--- src/rtl/imem_refill_pkg.sv ---
// rtl/imem_refill_pkg.sv - shared refill constants, FSM state encoding and width helper.
package imem_refill_pkg;

  localparam int IMEM_LINE        = 256;
  localparam int IMEM_REFILL_BEAT = 64;
  localparam int IMEM_BLK_LEN     = 64 - $clog2(IMEM_LINE / 8);

  typedef enum logic [2:0] {
    ST_IDLE  = 3'd0,
    ST_ADDR  = 3'd1,
    ST_BURST = 3'd2,
    ST_RESP  = 3'd3,
    ST_DONE  = 3'd4
  } state_e;

  // A one-beat line still needs a 1-bit counter to keep the port widths legal.
  function automatic int cnt_width(input int beats);
    return (beats > 1) ? $clog2(beats) : 1;
  endfunction

endpackage

--- src/rtl/imem_refill_lbuf.sv ---
// rtl/imem_refill_lbuf.sv - one-entry refill line buffer, built only with IMEM_REFILL_LBUF_EN.
`ifdef IMEM_REFILL_LBUF_EN
module imem_refill_lbuf #(
  parameter int TAG_W  = 59,
  parameter int LINE_W = 256
) (
  input  logic              clk,
  input  logic              rst,
  input  logic              inv_i,
  input  logic              fill_i,
  input  logic [TAG_W-1:0]  fill_tag_i,
  input  logic [LINE_W-1:0] fill_line_i,
  input  logic [TAG_W-1:0]  lookup_tag_i,
  output logic              hit_o,
  output logic [LINE_W-1:0] line_o
);

  logic              v_q, v_d;
  logic [TAG_W-1:0]  tag_q, tag_d;
  logic [LINE_W-1:0] line_q, line_d;

  // Invalidate wins over a same-cycle fill.
  always_comb begin
    v_d    = v_q;
    tag_d  = tag_q;
    line_d = line_q;
    if (inv_i) begin
      v_d = 1'b0;
    end else if (fill_i) begin
      v_d    = 1'b1;
      tag_d  = fill_tag_i;
      line_d = fill_line_i;
    end
  end

  always_ff @(posedge clk) begin
    if (rst) begin
      v_q    <= 1'b0;
      tag_q  <= '0;
      line_q <= '0;
    end else begin
      v_q    <= v_d;
      tag_q  <= tag_d;
      line_q <= line_d;
    end
  end

  assign hit_o  = v_q && (tag_q == lookup_tag_i);
  assign line_o = line_q;

endmodule
`endif

--- src/rtl/imem_refill.sv ---
// rtl/imem_refill.sv - I-cache line refill responder, fetching a line as sequential memory beats.
// Optional one-entry line buffer enabled by defining IMEM_REFILL_LBUF_EN.
module imem_refill
  import imem_refill_pkg::*;
#(
  parameter int LINE_W  = IMEM_LINE,
  parameter int BEAT_W  = IMEM_REFILL_BEAT,
  parameter int BLK_LEN = 64 - $clog2(LINE_W / 8)
) (
  input  logic               clk,
  input  logic               rst,
  input  logic               b_rd_i,
  input  logic [BLK_LEN-1:0] b_addr_i,
  output logic [LINE_W-1:0]  b_data_i,
  output logic               b_dv_i,
  input  logic               inv,
  output logic [63:0]        m_addr,
  output logic               m_rd,
  input  logic [BEAT_W-1:0]  m_data,
  input  logic               m_ack
);

  localparam int BEATS    = LINE_W / BEAT_W;
  localparam int CNT_W    = cnt_width(BEATS);
  localparam int LINE_OFF = $clog2(LINE_W / 8);
  localparam int BEAT_OFF = $clog2(BEAT_W / 8);

  state_e             state_q, state_d;
  logic [BLK_LEN-1:0] blk_q, blk_d;
  logic [CNT_W-1:0]   cnt_q, cnt_d;
  logic [LINE_W-1:0]  line_q, line_d;
  logic               last_beat;
  logic               buf_hit;
  logic [LINE_W-1:0]  buf_line;

  assign last_beat = (cnt_q == CNT_W'(BEATS - 1));
  assign b_data_i  = line_q;
  assign m_addr    = 64'({blk_q, {LINE_OFF{1'b0}}}) | (64'(cnt_q) << BEAT_OFF);

`ifdef IMEM_REFILL_LBUF_EN
  logic inv_pend_q;
  logic buf_fill;
  logic buf_hit_raw;

  // Remembers an invalidate seen since the request left IDLE, so that line is not buffered.
  always_ff @(posedge clk) begin
    if (rst || state_q == ST_IDLE) begin
      inv_pend_q <= 1'b0;
    end else if (inv) begin
      inv_pend_q <= 1'b1;
    end
  end

  assign buf_fill = (state_q == ST_BURST) && m_ack && last_beat && !inv && !inv_pend_q;
  assign buf_hit  = buf_hit_raw && !inv;

  imem_refill_lbuf #(
    .TAG_W  (BLK_LEN),
    .LINE_W (LINE_W)
  ) u_lbuf (
    .clk          (clk),
    .rst          (rst),
    .inv_i        (inv),
    .fill_i       (buf_fill),
    .fill_tag_i   (blk_q),
    .fill_line_i  (line_d),
    .lookup_tag_i (b_addr_i),
    .hit_o        (buf_hit_raw),
    .line_o       (buf_line)
  );
`else
  logic unused_inv;
  assign unused_inv = inv;
  assign buf_hit    = 1'b0;
  assign buf_line   = '0;
`endif

  always_comb begin
    state_d = state_q;
    blk_d   = blk_q;
    cnt_d   = cnt_q;
    line_d  = line_q;
    m_rd    = 1'b0;
    b_dv_i  = 1'b0;
    unique case (state_q)
      ST_IDLE: begin
        if (b_rd_i) state_d = ST_ADDR;
      end
      // The requestor presents its address one cycle late, so sample at the end of ADDR.
      ST_ADDR: begin
        if (!b_rd_i) begin
          state_d = ST_IDLE;
        end else if (buf_hit) begin
          blk_d   = b_addr_i;
          line_d  = buf_line;
          state_d = ST_RESP;
        end else begin
          blk_d   = b_addr_i;
          cnt_d   = '0;
          state_d = ST_BURST;
        end
      end
      ST_BURST: begin
        m_rd = 1'b1;
        if (m_ack) begin
          line_d[BEAT_W*int'(cnt_q) +: BEAT_W] = m_data;
          cnt_d = cnt_q + 1'b1;
          if (last_beat) state_d = ST_RESP;
        end
      end
      ST_RESP: begin
        b_dv_i  = 1'b1;
        state_d = ST_DONE;
      end
      ST_DONE: begin
        state_d = ST_IDLE;
      end
      default: begin
        state_d = ST_IDLE;
      end
    endcase
  end

  always_ff @(posedge clk) begin
    if (rst) begin
      state_q <= ST_IDLE;
      blk_q   <= '0;
      cnt_q   <= '0;
      line_q  <= '0;
    end else begin
      state_q <= state_d;
      blk_q   <= blk_d;
      cnt_q   <= cnt_d;
      line_q  <= line_d;
    end
  end

endmodule

--- config.mk ---
export PLATFORM = sky130hd
export DESIGN_NAME = imem_refill
export DESIGN_NICKNAME = d
export VERILOG_FILES = /design/src/rtl/imem_refill_pkg.sv /design/src/rtl/imem_refill_lbuf.sv /design/src/rtl/imem_refill.sv
export SDC_FILE = /design/constraint.sdc
export NUM_CORES = 1
export LEC_CHECK = 0
export CORE_UTILIZATION = 42
export DETAILED_ROUTE_END_ITERATION = 12
export PLACE_DENSITY_LB_ADDON = 0.2
export RECOVER_POWER = 100
export SLEW_MARGIN = 20
export SYNTH_ARGS = -nofsm -noshare
export SYNTH_HDL_FRONTEND = slang
export SYNTH_SLANG_ARGS = --single-unit
--- constraint.sdc ---
create_clock -name clk -period 2.2 [get_ports clk]
set_clock_uncertainty 0.15 [all_clocks]
set_input_delay 0.33 -clock clk [delete_from_list [all_inputs] [get_ports clk]]
set_output_delay 0.33 -clock clk [all_outputs]
set_load 0.05 [all_outputs]
==> summary by stage <==
CTS
The CTS root buffer is clkbuf_16. The number of buffers inserted during clock tree synthesis is 36. At the later pin of the worst-skew pair, clock insertion delay measures approximately 0.50 ns.

The number of clock sinks is between 300 and 400. The CTS H-tree depth is 2. The number of buffers added to fix hold violations after cts is 0. The maximum root-to-sink buffer count is 3. The post-CTS resize count is 18. Clock-pin slew was measured on the worst setup and hold paths at approximately 0.06 ns. The number of post-CTS setup repair buffers is 0. TritonCTS built the clock tree.

Synthesis
During synthesis, Yosys emitted a total of 0 warnings. Averaged over all synthesized cells, the footprint is 8.807 um^2. Yosys mapped the design onto 36 distinct sky130hd cell types. The mapped cell area is between 10000 and 15000 um^2. The post-synthesis sequential area ratio is 47.29%.

The synthesized design contains 320 register bits. Synthesis produced a netlist whose cell count is 1538.

Setup path
The start-to-end type of the worst setup path is flip-flop to output pin. The maximum fanout along the worst path is 2. The critical path goes through clkdlybuf4s50_1. The buffer and inverter count on the worst path is 1.

The signal arrival time at the worst endpoint is approximately 1.7 ns. The category of the worst setup path launch point is a flip-flop. STA classifies the critical path endpoint as an output pin.

The required time of the critical path is 1.72 ns. The cell at the slowest stage of the critical path is clkdlybuf4s50_1. On the critical path the largest part of the delay comes from buffers and inverters. The delay of the slowest cell on the worst path is 0.86 ns.

Routing
The DRC marker count from the first detailed-route iteration is slightly below 1000. The number of detailed-route iterations in the first pass is 7. The DRC violations left is 0. In this run the remaining antenna-violating nets after routing total 0. Dividing the detail-routed wire length by the instance count gives 19.99 um. The sum of routed wire length over all layers is between 40000 and 50000 um.

The via density per instance is 5.509. The routed layout has approximately 13000 vias.

GRT
The maximum number of pins on one net before global-route repair is 71. For this run, the total global-route usage over all layers was measured as 27.80%. The total overflow left after global routing is 0. The via count of the first global-routing pass came to 12630.

The initial antenna violation count came to 0. The wire length of the first global-routing pass is 72960 um.

Power
In this run the static leakage power is 6.422 nW. The power density over the cells is approximately 660 nW/um^2. The design draws between 10 and 15 mW. VDD sags by at most between 0.5 and 0.6 mV.

Floorplanning
The cell row count is 65. The chip width is 181.6 um. The die is 181.6 um tall. After floorplanning, the core was sized to cover between 30000 and 40000 um^2. The die covers about 33000 um^2. The initial cell density of the core is between 40% and 50%. The boundary pin count is 450.

Layout
The area of combinational cells with multiple inputs is 6028 um^2. The total area of sequential cells is between 6000 and 7000 um^2. The area growth from synthesis to final layout is 40.45%. The post-route netlist has approximately 7.9% of its cells at a drive strength greater than 1. At the end of the flow, the number of nets in the layout was 2057. The count of filler cells inserted in the layout is roughly 2900.

The repair_antennas step left the layout with diodes totalling 0. The most common cell after layout, fill and taps aside is clkdlybuf4s50_1. The library cells used most frequently in the layout, excluding fill and tap cells, are clkdlybuf4s50_1, dfxtp_1, nand2b_1, nand4_1, o21ai_0. The number of standard cells in the layout, taps in and fillers out is around 2300. The cell area after layout is 19020 um^2.

Job
The max-cap check violation count is 0.

STA
The post-layout worst setup margin is roughly 0.019 ns. The worst max-slew margin expressed relative to the limit is 48.29%. The upper clock frequency limit is 458.5 MHz. Final hold analysis gives a worst-case slack of 0.2243 ns. The count of final max-slew check failures came to 0. The actual slew at the worst max-slew pin is 0.7790 ns. The final-report hold violation count is 0. The setup-violating endpoint count in the final report is 0. Dividing the final minimum period by the clock period gives between 90% and 100%. Setup repair after global routing left no endpoint under its margin. The worst path in the final design needs a cycle of around 2.2 ns, including I/O delays and setup.

Hold path
The class of the tightest hold or removal check is input pin to flip-flop.

Placement
Timing analysis after detailed placement gives a worst setup slack of -0.01450 ns. The count of buffers added on input and output ports is between 400 and 500. The post-DP HPWL is ~31000 um. The cell area after placement is 18450 um^2. Once placement completed, the tool counted placed cells totaling 2287. The congestion estimate from routability-driven global placement came to 0.8350.

Status
The flow ran to the end, and the final reports show no timing, DRC or antenna violations.
-- logic make-up (layout without fill, tap and decap cells) --
kind of cell | Yosys count | in the layout | share of synthesized area, %
compound gates | 317 | 317 | 13.38
fa+ha+maj | 6 | 6 | 0.5542
buf+inv | 174 | 581 | 7.297
flops | 320 | 320 | 47.29
mux | 1 | 1 | 0.07390
other cells | 1 | 3 | 0.02768
simple gates | 719 | 719 | 31.37
-- path summary, 6_finish.rpt --
check / cells past startpoint / start / slack [ns] / endpoint
min reg2reg: 2 / blk_q[35] / 0.30 / blk_q[35]
min: 3 / b_addr_i[18] / 0.22 / blk_q[18]
max: 1 / b_data_i[84] / 0.02 / b_data_i[84]
max reg2reg: 6 / cnt_q[0] / 0.13 / b_data_i[1]
-- sequential cells by signal, indices dropped and copies added, names as in the netlist --
signal / cells
cnt_q: 2
blk_q: 59
b_data_i: 256
state_q: 3
-- layer usage --
layer  track usage (%)  up-vias  share of wire, %
met4             9.525        0               2.9
met1             34.64     6130                41
met5                 0        -                 0
met3             7.260       92               8.5
li1                  -     6132                 -
met2             46.38      586                47
-- area by class of cell --
cell class	instances	area share [%]
Tap cell	402	2.644
Multi-Input combinational cell	1046	31.69
Clock buffer	56	5.610
Inverter	2	0.03946
Clock inverter	6	0.1578
Timing Repair Buffer	517	26.18
Sequential cell	320	33.68
-- cell usage after synthesis (all sizes together) --
library cell    n  area [um^2]
o21ai         256         1506
clkbuf         96        375.4
or4             1        7.510
nor4            1        6.260
nor3b           3        22.52
ha              6        75.07
and4bb          1        12.51
nor2            1        3.750
and3b           2        17.52
conb            1        3.750
dfxtp         320         6406
nand2         121        454.2
and2            4        27.53
inv             2        7.510
nor2b          66        412.9
nand2b        256         1602
nor4bb          2        35.03
buf            76        605.6
a21oi          60        300.3
nor3            1        5.000
nand4bb         1        11.26
or3             1        6.260
a31oi           1        6.260
nand4         256         1602
mux2i           1        10.01
nor4b           2        23.77
-- where the power goes --
part           internal (mW)  switching (mW)
registers               5.85          0.0325
logic                  0.476           0.641
clock network           3.32            2.32
total                   9.65            3.00
-- stage by stage --
stage | setup TNS (ns) | utilization, %
2_1_floorplan | 0 | -
3_3_place_gp | 0 | 58.32
3_5_place_dp | -0.1107 | 58.32
4_1_cts | 0 | 61.72
5_1_grt | 0 | 60.13
6_report | 0 | 60.13
Note: power is estimated with default switching activity, not from simulation.
